`src/rtl/cpu_imm_pkg.sv`:
```
// Shared immediate-extender encodings: extender modes, merge ops, word classes and beat payload.
package cpu_imm_pkg;

  localparam int unsigned DATA_W = 16;
  localparam int unsigned IMM_W  = 8;
  localparam int unsigned MODE_W = 2;

  typedef enum logic [MODE_W-1:0] {
    MODE_SIGN       = 2'b00,
    MODE_ZERO       = 2'b01,
    MODE_ALIGN_HIGH = 2'b10
  } imm_mode_e;

  typedef enum logic {
    OP_LOAD = 1'b0,
    OP_OR   = 1'b1
  } imm_op_e;

  typedef enum logic [1:0] {
    KIND_SIGN  = 2'b00,
    KIND_ZERO  = 2'b01,
    KIND_HIGH  = 2'b10,
    KIND_SPLIT = 2'b11
  } imm_kind_e;

  typedef struct packed {
    imm_mode_e        mode;
    logic [IMM_W-1:0] imm;
    imm_op_e          op;
    logic             last;
  } imm_beat_t;

  localparam imm_beat_t BEAT_IDLE = '{mode: MODE_SIGN, imm: '0, op: OP_LOAD, last: 1'b0};

  // Extender mode used for a word's first (or only) beat.
  function automatic imm_mode_e kind_to_mode(input imm_kind_e kind);
    imm_mode_e mode;
    mode = MODE_SIGN;
    case (kind)
      KIND_SIGN:  mode = MODE_SIGN;
      KIND_ZERO:  mode = MODE_ZERO;
      KIND_HIGH:  mode = MODE_ALIGN_HIGH;
      KIND_SPLIT: mode = MODE_ALIGN_HIGH;
      default:    mode = MODE_SIGN;
    endcase
    return mode;
  endfunction

endpackage

```
`src/rtl/imm_classify.sv`:
```
// Combinational classifier: picks the cheapest extender form for a 16-bit constant.
module imm_classify
  import cpu_imm_pkg::*;
(
  input  logic [DATA_W-1:0] value_i,
  output imm_kind_e         kind_o_c,
  output logic [IMM_W-1:0]  byte_o_c
);

  logic [IMM_W-1:0] hi_c;
  logic [IMM_W-1:0] lo_c;

  assign hi_c = value_i[DATA_W-1 -: IMM_W];
  assign lo_c = value_i[IMM_W-1:0];

  // First match wins; SPLIT reports the high byte since that is its first beat.
  always_comb begin
    kind_o_c = KIND_SPLIT;
    byte_o_c = hi_c;
    if (hi_c == {IMM_W{lo_c[IMM_W-1]}}) begin
      kind_o_c = KIND_SIGN;
      byte_o_c = lo_c;
    end else if (hi_c == '0) begin
      kind_o_c = KIND_ZERO;
      byte_o_c = lo_c;
    end else if (lo_c == '0) begin
      kind_o_c = KIND_HIGH;
      byte_o_c = hi_c;
    end
  end

endmodule

```
`src/rtl/imm_splitter.sv`:
```
// Encodes 16-bit constants as one or two 8-bit extender beats and counts two-beat words.
module imm_splitter
  import cpu_imm_pkg::*;
#(
  parameter int unsigned CNT_WIDTH = 8
) (
  input  logic                 clk,
  input  logic                 reset_n,
  input  logic                 in_valid,
  input  logic [DATA_W-1:0]    in_value,
  output logic                 in_ready,
  output logic                 out_valid,
  input  logic                 out_ready,
  output logic [MODE_W-1:0]    out_mode,
  output logic [IMM_W-1:0]     out_imm,
  output logic                 out_op,
  output logic                 out_last,
  input  logic                 cnt_clear,
  output logic [CNT_WIDTH-1:0] split_cnt
);

  typedef enum logic [1:0] {
    IDLE = 2'b00,
    ONE  = 2'b01,
    HI   = 2'b10,
    LO   = 2'b11
  } state_e;

  localparam logic [CNT_WIDTH-1:0] CNT_MAX = '1;

  state_e               state_q, state_d;
  imm_beat_t            beat_q, beat_d;
  logic [IMM_W-1:0]     lo_q, lo_d;
  logic                 in_ready_q, in_ready_d;
  logic                 out_valid_q, out_valid_d;
  logic [CNT_WIDTH-1:0] cnt_q, cnt_d;

  imm_kind_e            kind_c;
  logic [IMM_W-1:0]     cls_byte_c;
  logic                 accept_c;
  logic                 out_fire_c;

  imm_classify u_classify (
    .value_i  (in_value),
    .kind_o_c (kind_c),
    .byte_o_c (cls_byte_c)
  );

  assign accept_c   = in_valid && in_ready_q;
  assign out_fire_c = out_valid_q && out_ready;

  // Next-state, next-beat and counter logic.
  always_comb begin
    state_d = state_q;
    beat_d  = beat_q;
    lo_d    = lo_q;
    cnt_d   = cnt_q;

    case (state_q)
      IDLE: begin
        if (accept_c) begin
          lo_d = in_value[IMM_W-1:0];
          if (kind_c == KIND_SPLIT) begin
            state_d = HI;
            beat_d  = '{mode: MODE_ALIGN_HIGH, imm: cls_byte_c, op: OP_LOAD, last: 1'b0};
          end else begin
            state_d = ONE;
            beat_d  = '{mode: kind_to_mode(kind_c), imm: cls_byte_c, op: OP_LOAD, last: 1'b1};
          end
        end
      end
      HI: begin
        if (out_fire_c) begin
          state_d = LO;
          beat_d  = '{mode: MODE_ZERO, imm: lo_q, op: OP_OR, last: 1'b1};
        end
      end
      ONE, LO: begin
        if (out_fire_c) begin
          state_d = IDLE;
          beat_d  = BEAT_IDLE;
        end
      end
      default: begin
        state_d = IDLE;
        beat_d  = BEAT_IDLE;
      end
    endcase

    in_ready_d  = (state_d == IDLE);
    out_valid_d = (state_d != IDLE);

    // Clear wins over a same-cycle increment.
    if (cnt_clear) begin
      cnt_d = '0;
    end else if (accept_c && (kind_c == KIND_SPLIT) && (cnt_q != CNT_MAX)) begin
      cnt_d = cnt_q + CNT_WIDTH'(1);
    end
  end

  always_ff @(posedge clk or negedge reset_n) begin
    if (!reset_n) begin
      state_q     <= IDLE;
      beat_q      <= BEAT_IDLE;
      lo_q        <= '0;
      in_ready_q  <= 1'b1;
      out_valid_q <= 1'b0;
      cnt_q       <= '0;
    end else begin
      state_q     <= state_d;
      beat_q      <= beat_d;
      lo_q        <= lo_d;
      in_ready_q  <= in_ready_d;
      out_valid_q <= out_valid_d;
      cnt_q       <= cnt_d;
    end
  end

  assign in_ready  = in_ready_q;
  assign out_valid = out_valid_q;
  assign out_mode  = beat_q.mode;
  assign out_imm   = beat_q.imm;
  assign out_op    = beat_q.op;
  assign out_last  = beat_q.last;
  assign split_cnt = cnt_q;

endmodule

```
`config.mk`:
```
export PLATFORM = sky130hd
export DESIGN_NAME = imm_splitter
export DESIGN_NICKNAME = d
export VERILOG_FILES = /design/src/rtl/cpu_imm_pkg.sv /design/src/rtl/imm_classify.sv /design/src/rtl/imm_splitter.sv
export SDC_FILE = /design/constraint.sdc
export NUM_CORES = 1
export LEC_CHECK = 0
export CORE_MARGIN = 4
export CORE_UTILIZATION = 43
export CTS_BUF_LIST = sky130_fd_sc_hd__clkbuf_8 sky130_fd_sc_hd__clkbuf_16
export DETAILED_ROUTE_END_ITERATION = 10
export GPL_TIMING_DRIVEN = 0
export PLACE_DENSITY = 0.76
export SETUP_SLACK_MARGIN = 0.02
export SLEW_MARGIN = 20
export SYNTH_ARGS = -nofsm -noshare
export SYNTH_HDL_FRONTEND = slang
export SYNTH_SLANG_ARGS = --single-unit
```
`constraint.sdc`:
```
create_clock -name clk -period 1.9 [get_ports clk]
set_clock_uncertainty 0.2 [all_clocks]
set_input_delay 0.57 -clock clk [delete_from_list [all_inputs] [get_ports clk]]
set_output_delay 0.57 -clock clk [all_outputs]
set_load 0.005 [all_outputs]
```
==> results.toml, run 1 <==
[outcome]
status = "finished with violations"
violations = "negative setup slack"

[timing]
fmax_mhz = 504
fin_hold_ws_ps = 130
worst_slack_ps = -84.0
tns_ps = -288
maxSlewViolCount = 0
final.period_utilization = 1.04
rsz0062_at_grt = "yes"
slew_headroom = 0.529
hold_viol_final = 0
worst_pin_slew_ps = 707
period_needed_ps = 1980
setup_viol = 5

[finish]
layout-drive-gt1-share = 0.416
final_cells = 277
nets = 252
layout_common_cells = "27 x dfrtp_1, 26 x buf_4, 22 x dlygate4sd2_1"
n_antenna_cell = 0
area_growth_pct = 58.5
mostFrequentLayoutCell = "dfrtp_1"
final_util = 0.724

[worst_setup_path]
crit_path_end_kind = "flop"
start_kind = "flop"
r2r-end = "split_cnt[5]"
cp_num_buf_inv = 1
slowest_delay_ps = 410
crit_slowest_cell = "dfrtp_1"
cp.required_ps = 1900
r2r_slack_ps = -80
worstRegToRegCells = 6
reg2reg_from = "split_cnt[2]"
crit_type = "flop to flop"
cp_top_family = "simple AND/OR/NAND/NOR gates"
path_cells = "and4_4 > a41oi_4 > nand4b_4 > buf_12 > or3_1 > a21oi_1"
critPathMaxFanout = 4
crit_arrival_ps = 1990

[grt]
grt_usage = 0.209
grt_max_degree = 33
use_met3 = 0.0608
grtUsageMet2 = 0.351
grt_util_met1 = 0.247
antenna_found_initial = 0
grt.busiest_layer = "met2"
grt_pass1_vias = 1596
grt_pass1_wl_um = 7130
grt_overflow = 0

[placement]
hpwl_um = 2880
preCtsSetupSlack_ps = -633
place.gp.congestion = 0.861
portBuffers = 41
dp.cells = 241

[logic_synthesis]
syn-cell-area_um2 = 1560
syn_area_per_cell_um2 = 10.1
async_flop_share = 1.00
synth_warnings = 0
ys_seq_area_frac = 0.514
synth_cells = 154
synth.net_count = 176
synth_cell_types = 40
synthFlopType = "dfrtp_1"
ys_seq_elements = 32
synth_edf_count = 0

[detailed_routing]
routedWlPerCell_um = 17.3
drt_first_pass_iters = 4
vias_per_cell = 5.69
first_iter_violations = 84
vias = 1576
wirelength_um = 4780
final_antenna_net_count = 0
drc = 0

[cts]
cts_root_buf = "clkbuf_8"
htreeDepth = 2
cts_max_path_buffers = 2
clock_latency_ps = 280
numCtsBuffers = 5
clk_pin_slew_ps = 70
cts_tree = "built"
cts_num_sinks = 32

[die]
rows = 21
core_um2 = 3420
die_area_um2 = 4660
die_y_um = 68.2
die_w_um = 68.2
io_pins = 43
start_util = 0.457

[power]
switchingPower_mw = 1.12
pwr-share-clk = 0.168
p_seq_frac = 0.362
power_density_nw_per_um2 = 1280
pwr-share-comb = 0.470
p_sw_frac = 0.354
irDropWorstVdd_mv = 0.959
p_int_mw = 2.05
leakage_nw = 1.14

[run]
drv_cap = 0

[min_path]
worstHoldPathType = "input pin to async pin"
power by group through the flow:
stage | Combinational (mW) | Clock [mW] | Sequential (mW)
after floorplan | 0.615 | 0 | 1.12
after global placement | 1.12 | 0 | 1.14
after detailed placement | 1.15 | 0 | 1.14
after CTS | 1.34 | 0.543 | 1.12
after global routing | 1.62 | 0.572 | 1.18
final | 1.49 | 0.534 | 1.15
sequential cells by signal, indices dropped and copies added (netlist names):
signal	flops
lo_q	8
out_imm	8
split_cnt	8
out_mode	2
state_q	2
in_ready	1
out_last	1
out_op	1
out_valid	1
layer usage:
metal | share of wire | routed length, um
met5 | 0 | 0
met1 | 0.39 | 1850
met4 | 0.028 | 134
met3 | 0.067 | 320
met2 | 0.52 | 2470
synth_stat cells, drive strengths merged (3+ instances only):
cell type | n | area, um2
o21ai | 12 | 60.1
dfrtp | 31 | 776
or3 | 6 | 37.5
nor4 | 4 | 25.0
and3 | 4 | 26.3
a22oi | 3 | 22.5
buf | 6 | 35.0
a21oi | 14 | 70.1
nand3 | 5 | 25.0
a221oi | 4 | 35.0
nand2 | 14 | 52.6
mux2 | 8 | 90.1
nor2 | 13 | 48.8
final cells by class:
class,instances,area [um2]
well taps,46,57.6
clock inverters,2,10.0
flip-flops and latches,32,807
inverters,2,7.51
repair buffers,70,564
plain buffers,6,48.8
clock buffers,6,82.6
fillers,253,942
multi-input cells,113,896
how the worst max path moves through the flow:
stage,from,cells past startpoint,end,slack [ps]
detailed placement,in_value[7],7,split_cnt[1],-630
global placement,in_value[7],7,split_cnt[1],-650
global route,split_cnt[2],6,split_cnt[5],-140
finish,split_cnt[2],6,split_cnt[5],-80
floorplan,split_cnt[0],6,split_cnt[6],60
CTS,split_cnt[0],6,split_cnt[3],-30
cells by family (layout without fill, tap and decap cells):
group                    Yosys count  in the layout  share of synthesized area
AO/OA/AOI/OAI                     44             44                      0.180
XOR/XNOR                           1              1                    0.00561
adder cells (fa/ha/maj)            1              1                    0.00802
buffers and inverters              9             86                     0.0297
flip-flops                        32             32                      0.514
multiplexers                      10             10                     0.0706
AND/OR/NAND/NOR                   57             57                      0.192
repair_timing:
item | 4_1_cts | 5_1_grt
gates cloned | 2 | 0
gates resized for setup | 84 | 38
setup endpoints to repair | 51 | 18
hold buffers | 0 | 0
buffers inserted | 23 | 7
pin swaps | 14 | 17
stage by stage:
step	total power [mW]	area, um2
2_1_floorplan	1.74	1570
3_3_place_gp	2.26	2030
4_1_cts	3.01	2390
6_report	3.18	2470
5_1_grt	3.37	2470
3_5_place_dp	2.30	2030
No activity file was read; power rests on OpenSTA's default activity.
==> inputs of run 2 (changes only) <==
--- a/config.mk
+++ b/config.mk
@@ -10,7 +10,7 @@
 export CTS_BUF_LIST = sky130_fd_sc_hd__clkbuf_8 sky130_fd_sc_hd__clkbuf_16
 export DETAILED_ROUTE_END_ITERATION = 10
 export GPL_TIMING_DRIVEN = 0
-export PLACE_DENSITY = 0.76
+export PLACE_DENSITY = 0.73
 export SETUP_SLACK_MARGIN = 0.02
 export SLEW_MARGIN = 20
 export SYNTH_ARGS = -nofsm -noshare
==> constraint.sdc (replaced) <==
create_clock -name clk -period 2 [get_ports clk]
set_clock_uncertainty 0.2 [all_clocks]
set_input_delay 0.6 -clock clk [delete_from_list [all_inputs] [get_ports clk]]
set_output_delay 0.6 -clock clk [all_outputs]
set_load 0.005 [all_outputs]
==> results.toml, run 2 (synthesis gave the netlist of run 1 again) <==
[die]
die_area_um2 = 4660
io_pins = 43
start_util = 0.457
die_y_um = 68.2
core_um2 = 3420
die_w_um = 68.2
rows = 21

[grt]
grt_usage = 0.212
use_met3 = 0.0608
grt_pass1_vias = 1552
grt_pass1_wl_um = 7190
grt_max_degree = 33
grt_overflow = 0
grtUsageMet2 = 0.367
antenna_found_initial = 0
grt_util_met1 = 0.241
grt.busiest_layer = "met2"

[placement]
dp.cells = 241
preCtsSetupSlack_ps = -711
portBuffers = 41
place.gp.congestion = 0.870
placed_cell_area_um2 = 2020
hpwl_um = 2950

[timing]
setup_viol = 0
slew_headroom = 0.512
worst_pin_slew_ps = 732
worst_slack_ps = 55.7
fmax_mhz = 514
rsz0062_at_grt = "yes"
period_needed_ps = 1940
maxSlewViolCount = 0
final.period_utilization = 0.972
tns_ps = 0
hold_viol_final = 0
fin_hold_ws_ps = 175

[cts]
clk_pin_slew_ps = 70
cts_num_sinks = 32
cts_tree = "built"
numCtsBuffers = 5
htreeDepth = 2
clock_latency_ps = 280
cts_root_buf = "clkbuf_8"
cts_max_path_buffers = 2

[detailed_routing]
first_iter_violations = 66
routedWlPerCell_um = 17.0
drt_first_pass_iters = 4
vias = 1533
drc = 0
vias_per_cell = 5.59
final_antenna_net_count = 0
wirelength_um = 4670

[finish]
final_area_um2 = 2420
mostFrequentLayoutCell = "dfrtp_1"
area_growth_pct = 55.4
final_cells = 274
nets = 249
layout-drive-gt1-share = 0.325
n_antenna_cell = 0
layout_common_cells = "29 x dfrtp_1, 27 x buf_4, 13 x nand2_1, 13 x a21oi_1, 12 x dlygate4sd2_1"
final_util = 0.710

[worst_setup_path]
cp.required_ps = 1200
cp_top_family = "buffers and inverters"
critPathMaxFanout = 2
slowest_delay_ps = 510
crit_path_end_kind = "output port"
start_kind = "flop"
crit_type = "flop to output port"
reg2reg_from = "state_q[0]"
crit_slowest_cell = "clkdlybuf4s50_1"
startpoint = "split_cnt[7]"
crit_arrival_ps = 1140
cp_num_buf_inv = 1
path_cells = "clkdlybuf4s50_1"

[power]
fin_total_pwr_mw = 2.84
power_density_nw_per_um2 = 1170
irDropWorstVdd_mv = 0.724
leakage_nw = 1.22

[run]
drv_cap = 0

[outcome]
status = "completed"

[min_path]
worstHoldPathType = "input pin to async pin"
[run 2: cell types whose count changed in the layout (fill, tap and decap cells not counted), moves of 4 or more]
cell and delta:
dlygate4sd2_1 -10, dlymetal6s2s_1 +10, clkdlybuf4s50_1 +9, buf_6 -4
[run 2: final timing paths]
| path | end | slack [ps] | cells past startpoint |
|---|---|---|---|
| hold reg to reg | out_op | 290 | 1 |
| setup reg to reg | out_last | 90 | 5 |
| min in group clk | out_op | 290 | 1 |
| max in group asynchronous | split_cnt[0] | 920 | 1 |
| hold / removal | lo_q[6] | 170 | 1 |
| setup / recovery | split_cnt[7] | 60 | 1 |
[run 2: per-layer routing]
metal | vias up | wire (um) | part of all wire
met4 | 0 | 114 | 0.024
met2 | 52 | 2520 | 0.54
met5 | - | 0 | 0
li1 | 722 | - | -
met3 | 10 | 227 | 0.049
met1 | 749 | 1810 | 0.39
[run 2: final cells by class]
cell class	instances	area (um2)
Timing Repair Buffer	66	578
Tap cell	46	57.6
Inverter	2	7.51
Clock inverter	3	11.3
Sequential cell	32	805
Clock buffer	5	68.8
Buffer	7	46.3
Fill cell	279	991
Multi-Input combinational cell	113	851
[run 2: repair_timing]
item / CTS / global route
resized for setup: 44 / 35
setup endpoints to repair: 37 / 33
buffers inserted: 14 / 9
hold buffers: 0 / 0
pin swaps: 9 / 8
cloned: 2 / 0
[run 2: report_power, final]
part | total, mW | switching (mW) | internal (mW)
combinational | 1.31 | 0.604 | 0.709
clock | 0.460 | 0.229 | 0.231
sequential | 1.06 | 0.156 | 0.908
==> inputs of run 3 (changes only) <==
--- a/config.mk
+++ b/config.mk
@@ -5,12 +5,13 @@
 export SDC_FILE = /design/constraint.sdc
 export NUM_CORES = 1
 export LEC_CHECK = 0
+export ABC_AREA = 1
 export CORE_MARGIN = 4
 export CORE_UTILIZATION = 43
 export CTS_BUF_LIST = sky130_fd_sc_hd__clkbuf_8 sky130_fd_sc_hd__clkbuf_16
 export DETAILED_ROUTE_END_ITERATION = 10
 export GPL_TIMING_DRIVEN = 0
-export PLACE_DENSITY = 0.73
+export PLACE_DENSITY = 0.71
 export SETUP_SLACK_MARGIN = 0.02
 export SLEW_MARGIN = 20
 export SYNTH_ARGS = -nofsm -noshare
==> results.toml, run 3 <==
[logic_synthesis]
synthSimpleGateAreaFrac = 0.380
syn-cell-area_um2 = 1790
synth_commonest_cells = "62 x nand2_1, 46 x nor2_1, 31 x dfrtp_1"
synth_area_leaders = "dfrtp_1 43%, nand2_1 13%, nor2_1 9.6%"
yosysTopAreaCellShare = 0.433
syn_area_per_cell_um2 = 7.47
synth_warnings = 0
async_flop_share = 1.00
synthMuxAreaShare = 0
synth_cells = 240
synth_top_area_cell = "dfrtp_1"
ys_seq_elements = 32
synth_top_family_by_area = "simple AND/OR/NAND/NOR gates"
synth.net_count = 262
synth_edf_count = 0
synth_cell_types = 29
synth-xor-area-share = 0.0293
synth_compound_area_frac = 0.0622
synth_most_common_cell = "nand2_1"
ys_seq_area_frac = 0.448
synthFlopType = "dfrtp_1"
synth_fa_ha_area_frac = 0.00698

[cts]
cts_root_buf = "clkbuf_8"
numCtsBuffers = 5
clock_latency_ps = 290
clk_pin_slew_ps = 70
cts_num_sinks = 32
cts_max_path_buffers = 2
htreeDepth = 2
ctsHoldBuffers = 0
cts_tree = "built"

[die]
start_util = 0.445
core_um2 = 4030
rows = 23
die_area_um2 = 5260
io_pins = 43
die_y_um = 72.6
die_w_um = 72.6

[grt]
grt_max_degree = 33
grt_usage = 0.181
grt_pass1_wl_um = 7410
antenna_found_initial = 0
grt_overflow = 0
grt_pass1_vias = 1599

[timing]
hold_viol_final = 0
slew_headroom = 0.535
fmax_mhz = 512
worst_pin_slew_ps = 697
final.period_utilization = 0.976
rsz0062_at_grt = "no"
setup_viol = 0
period_needed_ps = 1950
maxSlewViolCount = 0
tns_ps = 0
fin_hold_ws_ps = 151

[detailed_routing]
routedWlPerCell_um = 13.0
drt_first_pass_iters = 4
drc = 0
final_antenna_net_count = 0
wirelength_um = 4700
first_iter_violations = 126
vias_per_cell = 4.88
vias = 1767

[power]
p_sw_frac = 0.371
leakage_nw = 1.56
p_seq_frac = 0.351
switchingPower_mw = 1.08
pwr-share-clk = 0.184
irDropWorstVdd_mv = 0.698
power_density_nw_per_um2 = 1100
fin_total_pwr_mw = 2.92
pwr-share-comb = 0.464
p_int_mw = 1.84

[finish]
mostFrequentLayoutCell = "nand2_1"
final_util = 0.658
area_growth_pct = 47.9
layout_common_cells = "60 x nand2_1, 45 x nor2_1, 31 x dfrtp_1"
layout-drive-gt1-share = 0.199
nets = 333
n_antenna_cell = 0

[run]
drv_cap = 0

[placement]
place.gp.congestion = 0.856
hpwl_um = 3140
portBuffers = 42

[worst_setup_path]
crit_path_end_kind = "flop"
r2r_slack_ps = 210
critPathMaxFanout = 5
start_kind = "input pin"
crit_type = "input pin to flop"
cp.required_ps = 2030
worstRegToRegCells = 9
reg2reg_from = "split_cnt[0]"
crit_arrival_ps = 1980
r2r-end = "split_cnt[7]"

[min_path]
worstHoldPathType = "input pin to async pin"

[outcome]
status = "completed"
==> run 3: worst max-delay path: stages <==
cell and delay, ps:
clkdlybuf4s50_1 520, nor2_1 60, nand4_1 140, inv_1 110, nor2_4 220, nand2_4 110, nand2_4 110, nand2_1 60
nand2_1 50
==> run 3: through the flow <==
step,cell area (um2),cells,setup WS (ps)
global placement,2270,332,-506
floorplan,1790,240,337
detailed placement,2270,332,-360
finish,2650,362,48.4
global route,2650,362,11.5
CTS,2480,356,13.7
==> run 3: logic make-up after synthesis <==
logic type / after synthesis
AO/OA/AOI/OAI: 19
XOR/XNOR: 6
adder cells (fa/ha/maj): 1
buffers and inverters: 32
flip-flops: 32
AND/OR/NAND/NOR: 150
==> run 3: power groups by stage <==
stage	Clock (mW)	Combinational, mW	Sequential [mW]
2_1_floorplan	0	0.716	1.05
3_3_place_gp	0	1.25	1.04
3_5_place_dp	0	1.28	1.04
4_1_cts	0.554	1.31	1.02
5_1_grt	0.580	1.51	1.06
6_report	0.538	1.36	1.03
==> run 3: repair_timing <==
action	4_1_cts	5_1_grt
cloned	1	0
endpoints found under the setup margin	16	32
resized for setup	4	39
pin swaps	4	13
endpoints found under the hold margin	0	0
setup buffers	15	6
==> run 3: layout make-up <==
type                            count  area (um2)
Fill cell                         352        1380
Multi-Input combinational cell    177         925
Sequential cell                    32         802
Timing Repair Buffer               63         624
Inverter                           27         101
Clock buffer                        6        82.6
Tap cell                           50        62.6
Buffer                              5        37.5
Clock inverter                      2        15.0
==> run 3: how the worst max path moves through the flow <==
stage / from / slack [ps] / depth (start not counted) / endpoint
6_report: in_value[3] / 50 / 9 / split_cnt[7]
5_1_grt: in_value[3] / 10 / 9 / split_cnt[3]
3_5_place_dp: in_value[10] / -360 / 10 / split_cnt[4]
4_1_cts: split_cnt[0] / 10 / 9 / split_cnt[4]
2_1_floorplan: split_cnt[0] / 340 / 7 / split_cnt[0]
3_3_place_gp: reset_n / -510 / 1 / out_op
==> run 3: metal layers <==
metal,track usage,up-vias,share of wire
met2,0.285,56,0.48
met3,0.0443,9,0.059
met5,0,-,0
met1,0.243,805,0.44
met4,0.0615,0,0.013
li1,-,897,-
